`src/rtl/servo_pkg.sv`:
```
// Shared servo definitions: position codes, scheduler states, step helpers.
// Position codes are common to the move scheduler and the SG90 controller.
// Angle order is 0 < 90 < 180; code 2'b11 is read as the 90 degree home.
package servo_pkg;

  // Position encodings; home (90 degrees) is the all-zero reset value.
  localparam logic [1:0] POS_90  = 2'b00;
  localparam logic [1:0] POS_0   = 2'b01;
  localparam logic [1:0] POS_180 = 2'b10;

  // Scheduler states. IDLE and HOLD both sample new requests.
  typedef enum logic [1:0] {
    ST_IDLE   = 2'd0,
    ST_STEP   = 2'd1,
    ST_SETTLE = 2'd2,
    ST_HOLD   = 2'd3
  } sched_state_e;

  // Fold the unused code onto home so every input maps to a real angle.
  function automatic logic [1:0] norm_pos(input logic [1:0] p);
    logic [1:0] r;
    r = (p == 2'b11) ? POS_90 : p;
    return r;
  endfunction

  // Ordinal of an angle: 0 deg -> 0, 90 deg -> 1, 180 deg -> 2.
  function automatic logic [1:0] pos_rank(input logic [1:0] p);
    logic [1:0] r;
    case (norm_pos(p))
      POS_0:   r = 2'd0;
      POS_180: r = 2'd2;
      default: r = 2'd1;
    endcase
    return r;
  endfunction

  // Step direction toward tgt: 1 = clockwise (up the order), 0 = ccw.
  function automatic logic step_is_cw(input logic [1:0] cur, input logic [1:0] tgt);
    logic r;
    r = (pos_rank(tgt) > pos_rank(cur));
    return r;
  endfunction

  // Position after one 90 degree step; saturates at the mechanical ends.
  function automatic logic [1:0] step_pos(input logic [1:0] cur, input logic cw);
    logic [1:0] r;
    case (norm_pos(cur))
      POS_0:   r = cw ? POS_90  : POS_0;
      POS_180: r = cw ? POS_180 : POS_90;
      default: r = cw ? POS_180 : POS_0;
    endcase
    return r;
  endfunction

endpackage

```
`src/rtl/fixed_prio_arbiter.sv`:
```
// Fixed-priority arbiter: one-hot grant to the lowest-index active request.
// Latency: purely combinational, zero cycles.
// Backpressure: none; a losing request is simply not granted this cycle.
module fixed_prio_arbiter #(
  parameter int NUM_REQ = 3,
  parameter int IDX_W   = (NUM_REQ > 1) ? $clog2(NUM_REQ) : 1
) (
  input  logic [NUM_REQ-1:0] req,
  output logic [NUM_REQ-1:0] gnt,
  output logic [IDX_W-1:0]   idx,
  output logic               any
);

  // Scan from the top index down so the lowest set index is what survives.
  always_comb begin
    gnt = '0;
    idx = '0;
    any = 1'b0;
    for (int i = NUM_REQ - 1; i >= 0; i--) begin
      if (req[i]) begin
        gnt    = '0;
        gnt[i] = 1'b1;
        idx    = IDX_W'(i);
        any    = 1'b1;
      end
    end
  end

endmodule

```
`src/rtl/servo_move_scheduler.sv`:
```
// Servo move scheduler: arbitrates position requests, emits 90 degree step pulses.
// Latency: ack 1 cycle after sampling; first step pulse 2 cycles after sampling.
// Backpressure: requests are only sampled in IDLE/HOLD; others wait holding valid.
module servo_move_scheduler
  import servo_pkg::*;
#(
  parameter int NUM_REQ       = 3,
  parameter int SETTLE_CYCLES = 25_000_000,
  parameter int HOLD_CYCLES   = 200_000_000,
  parameter int CNT_W         = 32
) (
  input  logic                                          clk,
  input  logic                                          rst_n,
  input  logic [NUM_REQ-1:0]                            req_valid,
  input  logic [2*NUM_REQ-1:0]                          req_pos,
  output logic [NUM_REQ-1:0]                            req_ack,
  output logic                                          cw_cmd,
  output logic                                          ccw_cmd,
  output logic [1:0]                                    cur_pos,
  output logic                                          busy,
  output logic [((NUM_REQ > 1) ? $clog2(NUM_REQ) : 1)-1:0] grant_idx
);

  localparam int IDX_W = (NUM_REQ > 1) ? $clog2(NUM_REQ) : 1;

  // Counter reload values; the counter runs N-1 down to 0, i.e. N cycles.
  localparam logic [CNT_W-1:0] SETTLE_LOAD = CNT_W'(SETTLE_CYCLES - 1);
  localparam logic [CNT_W-1:0] HOLD_LOAD   = (HOLD_CYCLES > 0) ? CNT_W'(HOLD_CYCLES - 1) : '0;
  localparam bit               HOLD_EN     = (HOLD_CYCLES > 0);

  sched_state_e     state;
  sched_state_e     state_nxt;
  logic [CNT_W-1:0] cnt;
  logic [CNT_W-1:0] cnt_nxt;
  logic [1:0]       target;
  logic [1:0]       target_nxt;
  logic [1:0]       cur_pos_nxt;
  logic [NUM_REQ-1:0] ack_nxt;
  logic             cw_nxt;
  logic             ccw_nxt;
  logic             busy_nxt;
  logic [IDX_W-1:0] gidx_nxt;

  // Arbitration inputs/outputs. A requester whose ack is on the wire this
  // cycle is masked: it is still holding valid while it sees the ack, and
  // must not be granted a second time for the same request.
  logic [NUM_REQ-1:0] req_eff;
  logic [NUM_REQ-1:0] arb_gnt;
  logic [IDX_W-1:0]   arb_idx;
  logic               arb_any;
  logic [1:0]         sel_pos;

  assign req_eff = req_valid & ~req_ack;

  fixed_prio_arbiter #(
    .NUM_REQ (NUM_REQ),
    .IDX_W   (IDX_W)
  ) u_arb (
    .req (req_eff),
    .gnt (arb_gnt),
    .idx (arb_idx),
    .any (arb_any)
  );

  // Select the winning requester's target, folding 2'b11 onto home.
  always_comb begin
    sel_pos = POS_90;
    for (int i = 0; i < NUM_REQ; i++) begin
      if (arb_gnt[i]) begin
        sel_pos = norm_pos(req_pos[2*i +: 2]);
      end
    end
  end

  // Next-state and next-output logic for the move sequencer.
  always_comb begin
    state_nxt   = state;
    cnt_nxt     = cnt;
    target_nxt  = target;
    cur_pos_nxt = cur_pos;
    ack_nxt     = '0;
    cw_nxt      = 1'b0;
    ccw_nxt     = 1'b0;
    gidx_nxt    = grant_idx;

    case (state)
      // Sampling states: a request always wins, even over an expiring hold.
      ST_IDLE, ST_HOLD: begin
        if (arb_any) begin
          ack_nxt    = arb_gnt;
          gidx_nxt   = arb_idx;
          target_nxt = sel_pos;
          if (sel_pos != cur_pos) begin
            state_nxt = ST_STEP;
          end else if ((sel_pos != POS_90) && HOLD_EN) begin
            state_nxt = ST_HOLD;
            cnt_nxt   = HOLD_LOAD;
          end else begin
            state_nxt = ST_IDLE;
          end
        end else if (state == ST_HOLD) begin
          if (cnt == '0) begin
            // Hold expired: head home without acking anyone.
            target_nxt = POS_90;
            state_nxt  = (cur_pos != POS_90) ? ST_STEP : ST_IDLE;
          end else begin
            cnt_nxt = cnt - CNT_W'(1);
          end
        end
      end

      // One pulse per visit; position tracking moves on the same edge.
      ST_STEP: begin
        cw_nxt      = step_is_cw(cur_pos, target);
        ccw_nxt     = ~cw_nxt;
        cur_pos_nxt = step_pos(cur_pos, cw_nxt);
        cnt_nxt     = SETTLE_LOAD;
        state_nxt   = ST_SETTLE;
      end

      // Mechanical settle; requests are deliberately not sampled here.
      ST_SETTLE: begin
        if (cnt == '0) begin
          if (cur_pos != target) begin
            state_nxt = ST_STEP;
          end else if ((target != POS_90) && HOLD_EN) begin
            state_nxt = ST_HOLD;
            cnt_nxt   = HOLD_LOAD;
          end else begin
            state_nxt = ST_IDLE;
          end
        end else begin
          cnt_nxt = cnt - CNT_W'(1);
        end
      end

      default: begin
        state_nxt = ST_IDLE;
      end
    endcase

    busy_nxt = (state_nxt != ST_IDLE);
  end

  // State register.
  always_ff @(posedge clk or negedge rst_n) begin
    if (!rst_n) begin
      state <= ST_IDLE;
    end else begin
      state <= state_nxt;
    end
  end

  // Datapath and output registers; reset lands on home to match the servo.
  always_ff @(posedge clk or negedge rst_n) begin
    if (!rst_n) begin
      cnt       <= '0;
      target    <= POS_90;
      cur_pos   <= POS_90;
      req_ack   <= '0;
      cw_cmd    <= 1'b0;
      ccw_cmd   <= 1'b0;
      busy      <= 1'b0;
      grant_idx <= '0;
    end else begin
      cnt       <= cnt_nxt;
      target    <= target_nxt;
      cur_pos   <= cur_pos_nxt;
      req_ack   <= ack_nxt;
      cw_cmd    <= cw_nxt;
      ccw_cmd   <= ccw_nxt;
      busy      <= busy_nxt;
      grant_idx <= gidx_nxt;
    end
  end

endmodule

```
`config.mk`:
```
export PLATFORM = sky130hd
export DESIGN_NAME = servo_move_scheduler
export DESIGN_NICKNAME = d
export VERILOG_FILES = /design/src/rtl/servo_pkg.sv /design/src/rtl/fixed_prio_arbiter.sv /design/src/rtl/servo_move_scheduler.sv
export SDC_FILE = /design/constraint.sdc
export NUM_CORES = 1
export LEC_CHECK = 0
export CORE_MARGIN = 4
export CORE_UTILIZATION = 44
export CTS_BUF_LIST = sky130_fd_sc_hd__clkbuf_4 sky130_fd_sc_hd__clkbuf_8
export CTS_CLUSTER_SIZE = 16
export DETAILED_ROUTE_END_ITERATION = 10
export HOLD_SLACK_MARGIN = 0.02
export PLACE_DENSITY_LB_ADDON = 0.3
export SYNTH_ARGS = -nofsm -noshare
export SYNTH_HDL_FRONTEND = slang
export SYNTH_SLANG_ARGS = --single-unit
```
`constraint.sdc`:
```
create_clock -name clk -period 3.7 [get_ports clk]
set_clock_uncertainty 0.15 [all_clocks]
set_input_delay 0.555 -clock clk [delete_from_list [all_inputs] [get_ports clk]]
set_output_delay 0.555 -clock clk [all_outputs]
set_load 0.03 [all_outputs]
```
==> results of run 1 <==
==> final cells by class <==
type	count	area [um^2]	share of cell area
clock buffer	7	90.09	0.02666
clock inverter	1	5.005	0.001481
inverter	21	78.83	0.02332
multi-input combinational	245	1710	0.5061
sequential	46	1151	0.3406
tap	77	96.34	0.02851
timing repair buffer	27	247.7	0.07331
==> where the power goes <==
group	total, mW	switching (mW)	leakage [nW]	internal [mW]
Clock	0.327	0.169	0.0517	0.158
Combinational	0.0382	0.0221	0.908	0.0161
Sequential	0.504	0.000472	0.548	0.503
Total	0.869	0.191	1.51	0.678
==> worst max path at each step <==
stage | from | end | slack, ns
after floorplan | cnt[18] | busy | 1.08
after global placement | req_valid[0] | cnt[8] | 0.35
after detailed placement | req_valid[0] | cnt[7] | 0.26
after CTS | req_valid[0] | cnt[27] | 0.57
after global routing | cnt[18] | cnt[21] | 0.35
final | req_valid[0] | cnt[27] | 0.50
==> layer usage <==
metal  up-vias  GRT usage  wire length [um]
met1      1305     0.2747              3589
met2        91     0.2841              3347
met5         -          0                 0
li1       1310          -                 -
met3         7    0.02583               421
met4         0    0.03827                51
==> placed cells by master (no fill, tap or decap), types with 3 or more instances in the layout <==
cell,Yosys,routed
nand2_1,18,18
o21ai_0,12,12
o211a_1,13,13
nor3_1,19,19
clkbuf_8,0,6
nor3b_1,3,3
buf_4,0,7
nand3_1,4,4
nor2b_1,3,3
and3_1,4,4
o211ai_1,20,20
nand4_1,3,3
dfrtp_1,46,46
nor4_1,13,13
o22a_1,12,12
and4_1,3,3
inv_1,20,20
nand2b_1,6,6
a21o_1,3,3
a22o_1,8,8
nor2_1,16,16
or4_1,3,3
a31oi_1,18,18
or3_1,3,3
ha_1,12,12
clkdlybuf4s50_1,0,19
a21oi_1,8,8
a32o_1,4,4
and2_1,4,4
a2bb2oi_1,4,4
==> cells by family after synthesis <==
kind of cell             synth area share
AO/OA/AOI/OAI                      0.2911
flip-flops                         0.3825
AND/OR/NAND/NOR                    0.2075
buffers and inverters             0.04906
multiplexers                      0.01414
XOR/XNOR                         0.005822
adder cells (fa/ha/maj)           0.04989
==> sequential cells by signal, summed over array words and instances (netlist names) <==
name / count
cnt: 32
req_ack: 3
cur_pos: 2
grant_idx: 2
state: 2
target: 2
busy: 1
ccw_cmd: 1
cw_cmd: 1
==> results.md, run 1 <==
- The via count of the first global-routing pass came to around 2500.
- The worst path buffer plus inverter count is 1.
- The startpoint-to-endpoint class of the critical path is in2reg.
- The endpoint identified for the worst register-to-register timing path is cnt[22].
- The global placer's final weighted congestion is just under 0.9.
- The synthesized design spends more area on one cell type than any other, namely dfrtp_1.
- Buffers placed on the I/O ports in this run total 20.
- The fill cell instance count of the final layout is 595.
- Among cell families on the critical path, the largest total delay comes from compound AO/OA/AOI/OAI gates.
- The diode insertion count for antenna repair is 0.
- The final design area excluding fillers is 3379 um^2.
- The total vias in the final route is 2713.
- Synthesis inferred 46 register bits.
- The area share of the largest cell type after synthesis is 0.3825.
- The floorplan step set the die width to 90.70 um.
- Yosys instantiated no cell more often than dfrtp_1.
- The ratio of final minimum period to clock period is 0.8661.
- The vertical die dimension is 90.70 um.
- Clock tree synthesis inserted a total of 5 buffers.
- The signal on the critical path passes through clkdlybuf4s50_1, nor2b_1, o41ai_1, nor3_1, o211ai_1, nand2_1, o22a_1.
- The number of cells in the finished layout apart from fillers is 424.
- Setup repair after global routing left no endpoint under its margin.
- The cell area power density is roughly 260 nW/um^2.
- For the worst setup path, the data required time is 3.73 ns.
- After detailed routing, the number of vias per cell comes to 6.399.
- The synthesized area per cell is slightly above 9 um^2.
- The fraction of registers with async set/reset is 1.000.
- In this run the worst path has a maximum fanout of 17.
- The residual DRC count is 0.
- The worst-case vdd ir drop is approximately 0.17 mV.
- The detailed router finished its first iteration with 261 violations.
- The detail route stage leaves a number of antenna-violating nets equal to 0.
- The maximum number of pins on one net before global-route repair is 47.
- On the worst path, the slowest cell contributes a delay of 0.56 ns.
- The count of unique library cells instantiated by Yosys is 51.
- The global-route wire length before repair is roughly 13000 um.
- Clock latency on the worst-skew pair, taken at its later pin, is 0.30 ns.
- The average wire length per cell after detail routing is about 17 um.
- The number of nets at the end of the flow is between 300 and 400.
- Counting buffers and inverters, the worst setup path is 7 cells deep.
- The area of placed instances is around 3300 um^2.
- The count of yosys warnings during synthesis is 0.
- For this configuration, the core starts out at a cell density of 0.4633.
- The number of gates resized after cts is 0.
- The number of setup buffers added after CTS is 0.
- The launch point of the worst reg-to-reg path is cnt[18].
- By count the netlist is led by dfrtp_1 (46), inv_1 (20), o211ai_1 (20).
- The region available for standard cell placement spans between 6000 and 7000 um^2.
- Measured on the finished design, the core utilization comes to 0.5203.
- The total global routing overflow is 0.
- The count of final setup violators is 0.
- The highest attainable clock frequency is 312.1 MHz.
- TritonCTS built the clock tree.
- The worst setup path is launched from an input port.
- The number of nets handed over by synthesis was 350.
- The path depth of the worst reg2reg path is 6.
- Before CTS, the worst setup slack after placement is approximately 0.26 ns.
- The hold violation total from the final report was 0.
- On the final layout, the worst hold slack is approximately 0.28 ns.
- The mapped netlist covers 3009 um^2.
- The number of enable flip-flop cells after synthesis is 0.
- The buffer type at the clock tree root is clkbuf_8.
- On the critical path, the stage with the largest delay is an instance of nand2_1.
- In the final layout, the share of cells above drive strength 1 is 0.06052.
- The global-route usage over all layers is 0.1844.
- The worst path meets setup with 0.4954 ns of slack.
- The flow ran to the end, and the final reports show no timing, DRC or antenna violations.
- The HPWL after detailed placement is ~5200 um.
- The transition time at the pin with the least slew margin is roughly 1.0 ns.
- The H-tree generated during clock tree synthesis spans 2 levels.
- The class of the worst hold path is in2async.
- The first TritonRoute pass finished after 4 iterations.
- CTS saw 46 sinks.
- The cell count after synthesis is 327.
- At the worst endpoint, the arrival time is 3.24 ns.
- The number of top-level pins is 21.
- The total wirelength of the detailed-routed design is 7409 um.
- The die outline area is 8226 um^2.
- The clock-pin slew of the registers on the worst-case setup and hold paths is 0.09 ns.
- The total instance count after detailed placement is 416.
- The type of destination of the critical path is a register.
- The clock passes through at most 2 buffers.
- Max-cap violations in this run came to 0.
- The commonest register cell after synthesis is dfrtp_1.
- The initial antenna violation count is 0.
- In this run the core area contains 29 standard-cell rows.
- The max-slew violation count is 0.
- Headroom to the max-slew limit came out at 0.3028.
- The synthesis-to-layout area growth is 12.31%.
- For the final routed database, the setup TNS stands at 0 ns.
- After synthesis, the cell types taking the most area are dfrtp_1 (38%), ha_1 (5.0%), o211ai_1 (5.0%), o211a_1 (4.3%), a31oi_1 (3.7%).
- For this run, the register share of the synthesized area comes to 0.3825.
- The final critical-path required period is 3.205 ns.
- The design draws 0.8688 mW.
- In this run, post-CTS hold repair placed 0 buffers.
- The worst reg-to-reg setup slack is 0.52 ns.
- Summed over all cells, the static leakage comes to 1.508 nW.
Power figures use the tool's default switching activity.
==> inputs of run 2 (changes only) <==
--- a/config.mk
+++ b/config.mk
@@ -12,6 +12,7 @@
 export DETAILED_ROUTE_END_ITERATION = 10
 export HOLD_SLACK_MARGIN = 0.02
 export PLACE_DENSITY_LB_ADDON = 0.3
+export SLEW_MARGIN = 0
 export SYNTH_ARGS = -nofsm -noshare
 export SYNTH_HDL_FRONTEND = slang
 export SYNTH_SLANG_ARGS = --single-unit
==> results of run 2 <==
No change in the layout: final DEF, timing and power equal those of run 1.
==> inputs of run 3 (changes only) <==
--- a/config.mk
+++ b/config.mk
@@ -10,6 +10,7 @@
 export CTS_BUF_LIST = sky130_fd_sc_hd__clkbuf_4 sky130_fd_sc_hd__clkbuf_8
 export CTS_CLUSTER_SIZE = 16
 export DETAILED_ROUTE_END_ITERATION = 10
+export GPL_ROUTABILITY_DRIVEN = 1
 export HOLD_SLACK_MARGIN = 0.02
 export PLACE_DENSITY_LB_ADDON = 0.3
 export SLEW_MARGIN = 0
==> results of run 3 <==
No change in the layout: final DEF, timing and power equal those of run 1.
